### src/rtl/key_cmd_decoder.sv
// Groups debounced key presses separated by less than a gap window into one
// command carrying the press count, offered downstream over valid/ready.
module key_cmd_decoder #(
  parameter int CLK_PERIOD = 16,
  parameter int GAP_CYCLES = 500_000_000 / CLK_PERIOD,
  parameter int CNT_W      = 3
) (
  input  logic             clk,
  input  logic             rst_n,
  input  logic             key_pulse,
  output logic             cmd_valid,
  input  logic             cmd_ready,
  output logic [CNT_W-1:0] cmd_count,
  output logic             cmd_sat,
  output logic             cmd_lost,
  output logic             busy
);

  localparam int TMR_W = (GAP_CYCLES > 1) ? $clog2(GAP_CYCLES) : 1;
  localparam logic [CNT_W-1:0] MAX_CNT  = '1;
  localparam logic [TMR_W-1:0] TMR_LAST = TMR_W'(GAP_CYCLES - 1);

  typedef enum logic [1:0] {
    IDLE    = 2'd0,
    COLLECT = 2'd1,
    PRESENT = 2'd2
  } state_t;

  state_t            state;
  logic [TMR_W-1:0]  timer;
  logic [CNT_W-1:0]  count;
  logic              sat;

  always_ff @(posedge clk or negedge rst_n) begin
    if (!rst_n) begin
      state     <= IDLE;
      timer     <= '0;
      count     <= '0;
      sat       <= 1'b0;
      cmd_valid <= 1'b0;
      cmd_count <= '0;
      cmd_sat   <= 1'b0;
      cmd_lost  <= 1'b0;
      busy      <= 1'b0;
    end else begin
      cmd_lost <= 1'b0;
      case (state)
        IDLE: begin
          if (key_pulse) begin
            state <= COLLECT;
            busy  <= 1'b1;
            count <= CNT_W'(1);
            timer <= '0;
            sat   <= 1'b0;
          end
        end

        COLLECT: begin
          // A press on the closing edge wins and extends the group.
          if (key_pulse) begin
            timer <= '0;
            if (count == MAX_CNT) begin
              sat <= 1'b1;
            end else begin
              count <= count + 1'b1;
            end
          end else if (timer == TMR_LAST) begin
            state     <= PRESENT;
            cmd_valid <= 1'b1;
            cmd_count <= count;
            cmd_sat   <= sat;
          end else begin
            timer <= timer + 1'b1;
          end
        end

        PRESENT: begin
          if (cmd_ready) begin
            cmd_valid <= 1'b0;
            cmd_count <= '0;
            cmd_sat   <= 1'b0;
            // A press on the accepting edge opens the next group directly.
            if (key_pulse) begin
              state <= COLLECT;
              count <= CNT_W'(1);
              timer <= '0;
              sat   <= 1'b0;
            end else begin
              state <= IDLE;
              busy  <= 1'b0;
              count <= '0;
              timer <= '0;
              sat   <= 1'b0;
            end
          end else if (key_pulse) begin
            cmd_lost <= 1'b1;
          end
        end

        default: begin
          state     <= IDLE;
          busy      <= 1'b0;
          cmd_valid <= 1'b0;
          cmd_count <= '0;
          cmd_sat   <= 1'b0;
          count     <= '0;
          timer     <= '0;
          sat       <= 1'b0;
        end
      endcase
    end
  end

endmodule

### config.mk
export PLATFORM = sky130hd
export DESIGN_NAME = key_cmd_decoder
export DESIGN_NICKNAME = d
export VERILOG_FILES = /design/src/rtl/key_cmd_decoder.sv
export SDC_FILE = /design/constraint.sdc
export NUM_CORES = 1
export LEC_CHECK = 0
export CAP_MARGIN = 20
export CORE_MARGIN = 5
export CORE_UTILIZATION = 53
export DETAILED_ROUTE_END_ITERATION = 8
export PLACE_DENSITY = 0.71
export SETUP_SLACK_MARGIN = 0.15
export SLEW_MARGIN = 20
export SYNTH_ARGS = -nofsm -noshare
export SYNTH_HDL_FRONTEND = slang
export SYNTH_SLANG_ARGS = --single-unit
### constraint.sdc
create_clock -name clk -period 2.7 [get_ports clk]
set_input_delay 0.405 -clock clk [delete_from_list [all_inputs] [get_ports clk]]
set_output_delay 0.405 -clock clk [all_outputs]
set_load 0.01 [all_outputs]
Yosys cells after proc, flatten, opt, wreduce, memory -nomap -nowiden. Index checks and enable logic that the tools add are counted.

Flip-flop bits (word level): 38. Bits in latches: 0. Memory bits (writable): 0. Bits in read-only memories: 0. Word-level logic and storage cells: 72. Memories: 0.

Add/subtract/negate cells: 2. $mul: 0. Divide/modulo/power cells: 0. $lt $le $gt $ge: 0. Equal/unequal tests: 13. Shift operators: 0. Multiplexer cells: 39. Bitwise logic cells: 2. Reductions and logical operators: 7.

Operators with widths (count): $mux W25 (4); $pmux W25 S3 (1); $add A25 B1 Y25 const B (1); $eq A25 B25 Y1 const B (1); $mux W3 (7); $reduce_and A4 Y1 (5); $pmux W3 S3 (2); $mux W1 (16); $ne A2 B2 Y1 const B (8); $pmux W1 S3 (4); $mux W2 (4); $pmux W2 S3 (1); $add A3 B1 Y3 const B (1); $eq A3 B3 Y1 const B (1); $ne A3 B3 Y1 const B (1); $reduce_and A3 Y1 (1); $eq A2 B1 Y1 const B (1); $eq A2 B2 Y1 const B (1); $logic_not A2 Y1 (1); $not A1 Y1 (2).

Longest topological paths before layout. Gate-level depths: netlist (run 1).

Depth in word-level cells: 4. Depth in mapped cells: 7.

Worst setup path after synthesis (run 1). Ideal clock, no wire load.

Kind: reg2reg. From: register timer[11]. To: register cmd_count[0]. Setup time: 0.121 ns. Arrival: 2.026 ns. Setup slack: 0.553 ns. Stages on the path, launching flop included: 6. Buffers on the path: 0. Period minus slack after synthesis: 2.147 ns. Path through: dfrtp_1 -> or4b_1 -> or4_4 -> nor4b_2 -> o22ai_1 -> a22o_1.

Cells in the longest elaborated chain, start to end: 3.

RTL lines: from (decl) (line 30) `logic [TMR_W-1:0] timer;`; from (signal assigned) (line 73) `timer <= timer + 1'b1;`; $eq A25 B25 Y1 (line 67) `end else if (timer == TMR_LAST) begin`; $ne A2 B2 Y1 (no source line); $reduce_and A4 Y1 (no source line); to (signal assigned) (line 70) `cmd_count <= count;`; to (decl) (line 13) `output logic [CNT_W-1:0] cmd_count,`.

No other way between the ends. A chain may end at the register's enable or synchronous reset.

Worst setup path after layout (run 1).
From: register timer[11]. To: register cmd_sat.

Cells in the longest elaborated chain, start to end: 3.

RTL lines: $eq A25 B25 Y1 (line 67); $ne A2 B2 Y1 (no source line); $reduce_and A4 Y1 (no source line); to (signal assigned) (line 71) `cmd_sat <= sat;`; to (decl) (line 14) `output logic cmd_sat,`.

No other way between the ends.

==> metrics.csv, run 1 <==
stage,metric,value,unit
setup_path,worst reg2reg endpoint,cmd_sat,
clocking,H-tree Lvls,2,
min_path,HP Class,input port to asynchronous set/reset pin,
die,Die Span Y,72.6,µm
route,drt total wl,4970,µm
placement,PortBufs,10,
setup_path,Worst path top cell family by delay,simple AND/OR/NAND/NOR gates,
die,IO Pins,11,
clocking,clock slew at reported path FFs,0.07,ns
logic_synthesis,mapped cell area,2080,µm²
timing,f_max,427,MHz
route,final routed DRC violation total,0,
clocking,CTS Buffer Depth,2,
timing,RSZ-0062 raised after global routing,no,
timing,worst hold margin,0.235,ns
setup_path,Worst setup SP type,register,
die,Starting Density,0.555,
setup_path,Crit-path slowest cell,or4_4,
route,DR vias,1804,
setup_path,Critical Path Sink Type,register,
route,Routed wire per std cell,18.0,µm
die,Core Area,3740,µm²
layout,Syn-to-layout area delta,12.6,%
timing,Relative slew margins,0.415,
clocking,cts hold-fix bufs,0,
logic_synthesis,register area share after synthesis,0.457,
timing,actual slew at the worst max-slew pin,0.877,ns
timing,crit path time final,2.34,ns
timing,"Slew Viols, Final",0,
route,post-route ant nets,0,
logic_synthesis,Synth Warn #,0,
grt,largest net degree at the start of global routing,39,
logic_synthesis,Syn Nets,223,
layout,share of cells above drive strength 1,0.114,
setup_path,Crit path required time,2.87,ns
setup_path,"Max FO, Critical Path",7,
die,die width,72.6,µm
placement,Final GP Congestion,0.945,
timing,Tcrit/Tclk final,0.866,
die,row count,22,
layout,NumNets Final,234,
setup_path,R2R Path Start,timer[11],
grt,first-pass GRT wire length,8580,µm
logic_synthesis,"EDFF count, synth",0,
clocking,CTS sink cnt,38,
layout,most frequent cells in the layout,"dfrtp_1, a21oi_1, nand2_1, nor2_1, o21ai_1",
clocking,post-CTS setup buffers,0,
logic_synthesis,Yosys cell types,53,
layout,final core occ,0.626,
setup_path,critical path endpoint,cmd_sat,
layout,"most common cell after layout, fill and taps aside",dfrtp_1,
timing,"Hold Vio Cnt, Final",0,
setup_path,kind of critical path,register to register,
setup_path,Slowest Stage Delay on Critical Path,0.58,ns
status,status,"finished, final reports clean",
logic_synthesis,"FFs w/ async S/R, synth",1.00,
route,drt pass-1 iters,4,
layout,Antenna Cells,0,
setup_path,buffers plus inverters on the worst setup path,0,
setup_path,stages on the worst setup path,5,
power_and_ir_drop,cell leakage power,0.000942,µW
grt,grt total ovfl,0,
logic_synthesis,average cell area after synthesis,9.63,µm²
logic_synthesis,Mapped Cells,216,
logic_synthesis,Seq cells post-synth,38,
layout,Fillers,337,
setup_path,FF-to-FF setup slack,0.36,ns
setup_path,CP startpoint,timer[11],
grt,GRT Util Overall,0.207,
setup_path,CP cell instances,"or4b_1, or4_4, nor4b_2, o22ai_1, a22o_1",
setup_path,CP Data Arrival Time,2.51,ns
clocking,clk_lat worst skew,0.29,ns
placement,Detailed Place HPWL,3590,µm
clocking,root buf cell,clkbuf_8,
route,DRT iter0 DRCs,174,
grt,antenna violations before repair,0,
power_and_ir_drop,PwrDens,531,nW/µm²
logic_synthesis,"Primary FF master, synth",dfrtp_1,
timing,setup tns final,0,ns
die,die area,5280,µm²
job,number of max-cap violations,0,
timing,Setup-failing EPs final,0,
grt,number of global-route vias before repair,1805,
clocking,CTS resizes,0,
timing,Final Skew,0.00473,ns
route,Vias/cell,6.54,
power_and_ir_drop,maximum VDD drop,0.469,mV
clocking,number of buffers created by CTS,5,
setup_path,worst-case reg-to-reg path depth,5,
clocking,CTS tree,yes,
==> flip-flops by register name, summed over array words and instances, names as in the netlist <==
register   flops
cmd_sat        1
count          3
state          2
sat            1
timer         25
cmd_lost       1
busy           1
cmd_valid      1
cmd_count      3
==> per-stage QoR <==
stage | area (µm²) | total power (µW) | cells | worst slack, ns
finish | 2340 | 1240 | 276 | 0.360
detailed placement | 2240 | 785 | 268 | 0.366
floorplan | 2080 | 728 | 216 | 0.553
CTS | 2340 | 1250 | 276 | 0.360
global placement | 2240 | 775 | 268 | 0.428
global route | 2340 | 1310 | 276 | 0.288
==> worst register-to-register path, cell delays in order (launching register included) <==
cell	delay [ns]
dfrtp_1	0.44
or4b_1	0.56
or4_4	0.58
nor4b_2	0.25
o22ai_1	0.18
a22o_1	0.23
==> kinds of logic after synthesis <==
family          share of synthesized area
simple gates                        0.255
buf+inv                            0.0343
flops                               0.457
fa+ha+maj                          0.0181
compound gates                      0.199
xor+xnor                           0.0253
mux                                0.0108
==> where the power goes <==
part           switching (µW)  internal, µW  leakage, µW
logic                    65.8          67.1     0.000380
clock network             192           276    0.0000524
registers                37.8           604     0.000510
==> worst min-delay path by stage <==
stage / slack, ns / to
finish: 0.23 / timer[13]
global route: 0.30 / cmd_count[2]
CTS: 0.26 / timer[9]
global placement: 0.48 / cmd_valid
detailed placement: 0.48 / cmd_valid
floorplan: 0.11 / busy
==> cell usage after synthesis (2+ instances only) <==
library cell	number	area (µm²)
a21oi_1	16	80.1
a21oi_2	3	26.3
a22o_1	6	52.6
and3_1	7	43.8
and4_1	3	26.3
clkbuf_1	9	33.8
dfrtp_1	38	951
ha_1	3	37.5
inv_1	4	15.0
mux2_2	2	22.5
nand2_1	13	48.8
nand2b_1	2	12.5
nand3_1	9	45.0
nand4_1	6	37.5
nor2_1	12	45.0
nor2b_1	3	18.8
nor3_1	2	10.0
nor4_1	4	25.0
o211ai_1	3	22.5
o21ai_0	5	25.0
o21ai_1	10	50.1
o31ai_1	6	45.0
or2_2	3	18.8
or3_1	8	50.1
or4_1	7	52.6
xnor2_1	3	26.3
xor2_1	3	26.3
==> layout make-up <==
| type | instances | area [µm²] | share of cell area |
|---|---|---|---|
| clock inverters | 1 | 30.0 | 0.0128 |
| well taps | 48 | 60.1 | 0.0256 |
| clock buffers | 7 | 76.3 | 0.0326 |
| inverters | 4 | 15.0 | 0.00641 |
| repair buffers | 16 | 153 | 0.0652 |
| flip-flops and latches | 38 | 951 | 0.406 |
| multi-input cells | 162 | 1060 | 0.451 |
==> per-layer routing <==
| metal | GRT usage | wire, µm | up-vias |
|---|---|---|---|
| li1 | - | - | 844 |
| met1 | 0.266 | 2180 | 905 |
| met2 | 0.334 | 2450 | 40 |
| met3 | 0.0455 | 175 | 15 |
| met4 | 0.0922 | 168 | 0 |
| met5 | 0 | 0 | - |
Power figures use the tool's default switching activity.
==> run 2, diff against run 1 <==
--- a/config.mk
+++ b/config.mk
@@ -9,7 +9,7 @@
 export CORE_MARGIN = 5
 export CORE_UTILIZATION = 53
 export DETAILED_ROUTE_END_ITERATION = 8
-export PLACE_DENSITY = 0.71
+export PLACE_DENSITY = 0.8
 export SETUP_SLACK_MARGIN = 0.15
 export SLEW_MARGIN = 20
 export SYNTH_ARGS = -nofsm -noshare
==> metrics.csv, run 2 (same netlist as run 1, synthesis figures left out) <==
stage,metric,value,unit
die,die area,5280,µm²
die,row count,22,
setup_path,critical path endpoint,timer[13],
layout,most frequent cells in the layout,"dfrtp_1, a21oi_1, nand2_1, nor2_1, o21ai_1",
setup_path,CP Data Arrival Time,2.52,ns
route,DR vias,1787,
route,drt pass-1 iters,4,
grt,grt total ovfl,0,
grt,antenna violations before repair,0,
die,Core Area,3740,µm²
grt,first-pass GRT wire length,7520,µm
power_and_ir_drop,Net Sw Frac,0.250,
timing,crit path time final,2.35,ns
timing,setup tns final,0,ns
timing,Final Skew,0.00379,ns
power_and_ir_drop,clock power share,0.344,
setup_path,Critical Path Sink Type,register,
timing,Tcrit/Tclk final,0.869,
placement,Detailed Place HPWL,3190,µm
timing,f_max,426,MHz
power_and_ir_drop,Flop pwr share,0.547,
clocking,CTS Buffer Depth,2,
layout,Layout Cells excl Fill,276,
layout,area occupied by registers,951,µm²
power_and_ir_drop,PwrDens,504,nW/µm²
layout,Biggest register,timer,
placement,Placed Cells,268,
clocking,root buf cell,clkbuf_8,
setup_path,worst-case reg-to-reg path depth,5,
power_and_ir_drop,maximum VDD drop,0.416,mV
clocking,H-tree Lvls,2,
power_and_ir_drop,cell leakage power,0.000934,µW
route,met2 wire len,2120,µm
clocking,post-CTS setup buffers,0,
timing,Relative slew margins,0.444,
die,die width,72.6,µm
layout,footprint of the multi-input gates,1060,µm²
layout,share of cells above drive strength 1,0.118,
clocking,clock slew at reported path FFs,0.07,ns
grt,largest net degree at the start of global routing,39,
timing,actual slew at the worst max-slew pin,0.835,ns
grt,number of global-route vias before repair,1596,
status,status,"finished, final reports clean",
route,Vias/cell,6.47,
layout,Syn-to-layout area delta,11.3,%
setup_path,"Max FO, Critical Path",14,
layout,Fillers,337,
route,drt total wl,4570,µm
route,DRT iter0 DRCs,107,
setup_path,kind of critical path,register to register,
power_and_ir_drop,combinational power share,0.108,
layout,Antenna Cells,0,
clocking,CTS resizes,0,
setup_path,R2R Path Start,timer[11],
route,met1 WL,2080,µm
power_and_ir_drop,Internal Power,875,µW
setup_path,CP startpoint,timer[11],
clocking,clk_lat worst skew,0.29,ns
layout,NumNets Final,234,
placement,PortBufs,10,
setup_path,FF-to-FF setup slack,0.35,ns
route,final routed DRC violation total,0,
route,top routing layer in use,met4,
timing,"Slew Viols, Final",0,
die,Die Span Y,72.6,µm
min_path,HP Class,input port to asynchronous set/reset pin,
die,IO Pins,11,
layout,top flop regs,"timer: 25 flops, cmd_count: 3 flops, count: 3 flops",
placement,Final GP Congestion,0.868,
layout,Largest register FFs,25,
route,Routed wire per std cell,16.5,µm
setup_path,Crit path required time,2.87,ns
die,Starting Density,0.555,
timing,RSZ-0062 raised after global routing,no,
clocking,CTS sink cnt,38,
route,DR WL met3,300,µm
clocking,cts hold-fix bufs,0,
power_and_ir_drop,Net Sw Power,292,µW
timing,Setup-failing EPs final,0,
setup_path,Worst setup SP type,register,
route,post-route ant nets,0,
clocking,CTS tree,yes,
setup_path,worst reg2reg endpoint,timer[13],
layout,"most common cell after layout, fill and taps aside",dfrtp_1,
grt,GRT Util Overall,0.185,
clocking,number of buffers created by CTS,5,
timing,"Hold Vio Cnt, Final",0,
job,number of max-cap violations,0,
-- run 2: cell type report --
type | instances | area share
Multi-Input combinational cell | 162 | 0.457
Tap cell | 48 | 0.0259
Sequential cell | 38 | 0.411
Clock inverter | 1 | 0.00216
Inverter | 4 | 0.00649
Timing Repair Buffer | 16 | 0.0605
Clock buffer | 7 | 0.0373
-- run 2: power groups by stage --
| stage | sequential (µW) | clock [µW] | combinational (µW) |
|---|---|---|---|
| floorplan | 642 | 0 | 85.5 |
| global placement | 649 | 0 | 124 |
| detailed placement | 649 | 0 | 131 |
| CTS | 639 | 409 | 128 |
| global route | 646 | 437 | 141 |
| finish | 639 | 402 | 127 |
-- run 2: routing by layer --
metal / global-route usage / vias to the layer above
li1: - / 852
met1: 0.255 / 871
met2: 0.274 / 57
met3: 0.0510 / 7
met4: 0.0758 / 0
met5: 0 / -
-- run 2: worst min-delay path by stage --
stage	cells after the start	end	start	slack, ns
floorplan	0	busy	rst_n	0.11
finish	1	timer[8]	rst_n	0.21
global placement	1	cmd_valid	cmd_valid	0.48
CTS	1	timer[22]	rst_n	0.24
global route	1	timer[22]	rst_n	0.29
detailed placement	1	cmd_valid	cmd_valid	0.48
-- run 2: critical path: stages (launching register included) --
cell      delay (ns)
dfrtp_1         0.43
or4b_1          0.55
or4_4           0.58
o211ai_2        0.42
or4_1           0.20
a21oi_2         0.05
-- run 2: through the flow --
stage          power, µW  hold slack [ns]  setup slack, ns  utilization  cell area [µm²]
2_1_floorplan        728            0.109            0.553            -             2080
3_3_place_gp         773            0.478            0.399        0.594             2220
3_5_place_dp         780            0.484            0.371        0.594             2220
4_1_cts             1180            0.241            0.351        0.618             2310
5_1_grt             1220            0.289            0.230        0.618             2310
6_report            1170            0.214            0.354        0.618             2310
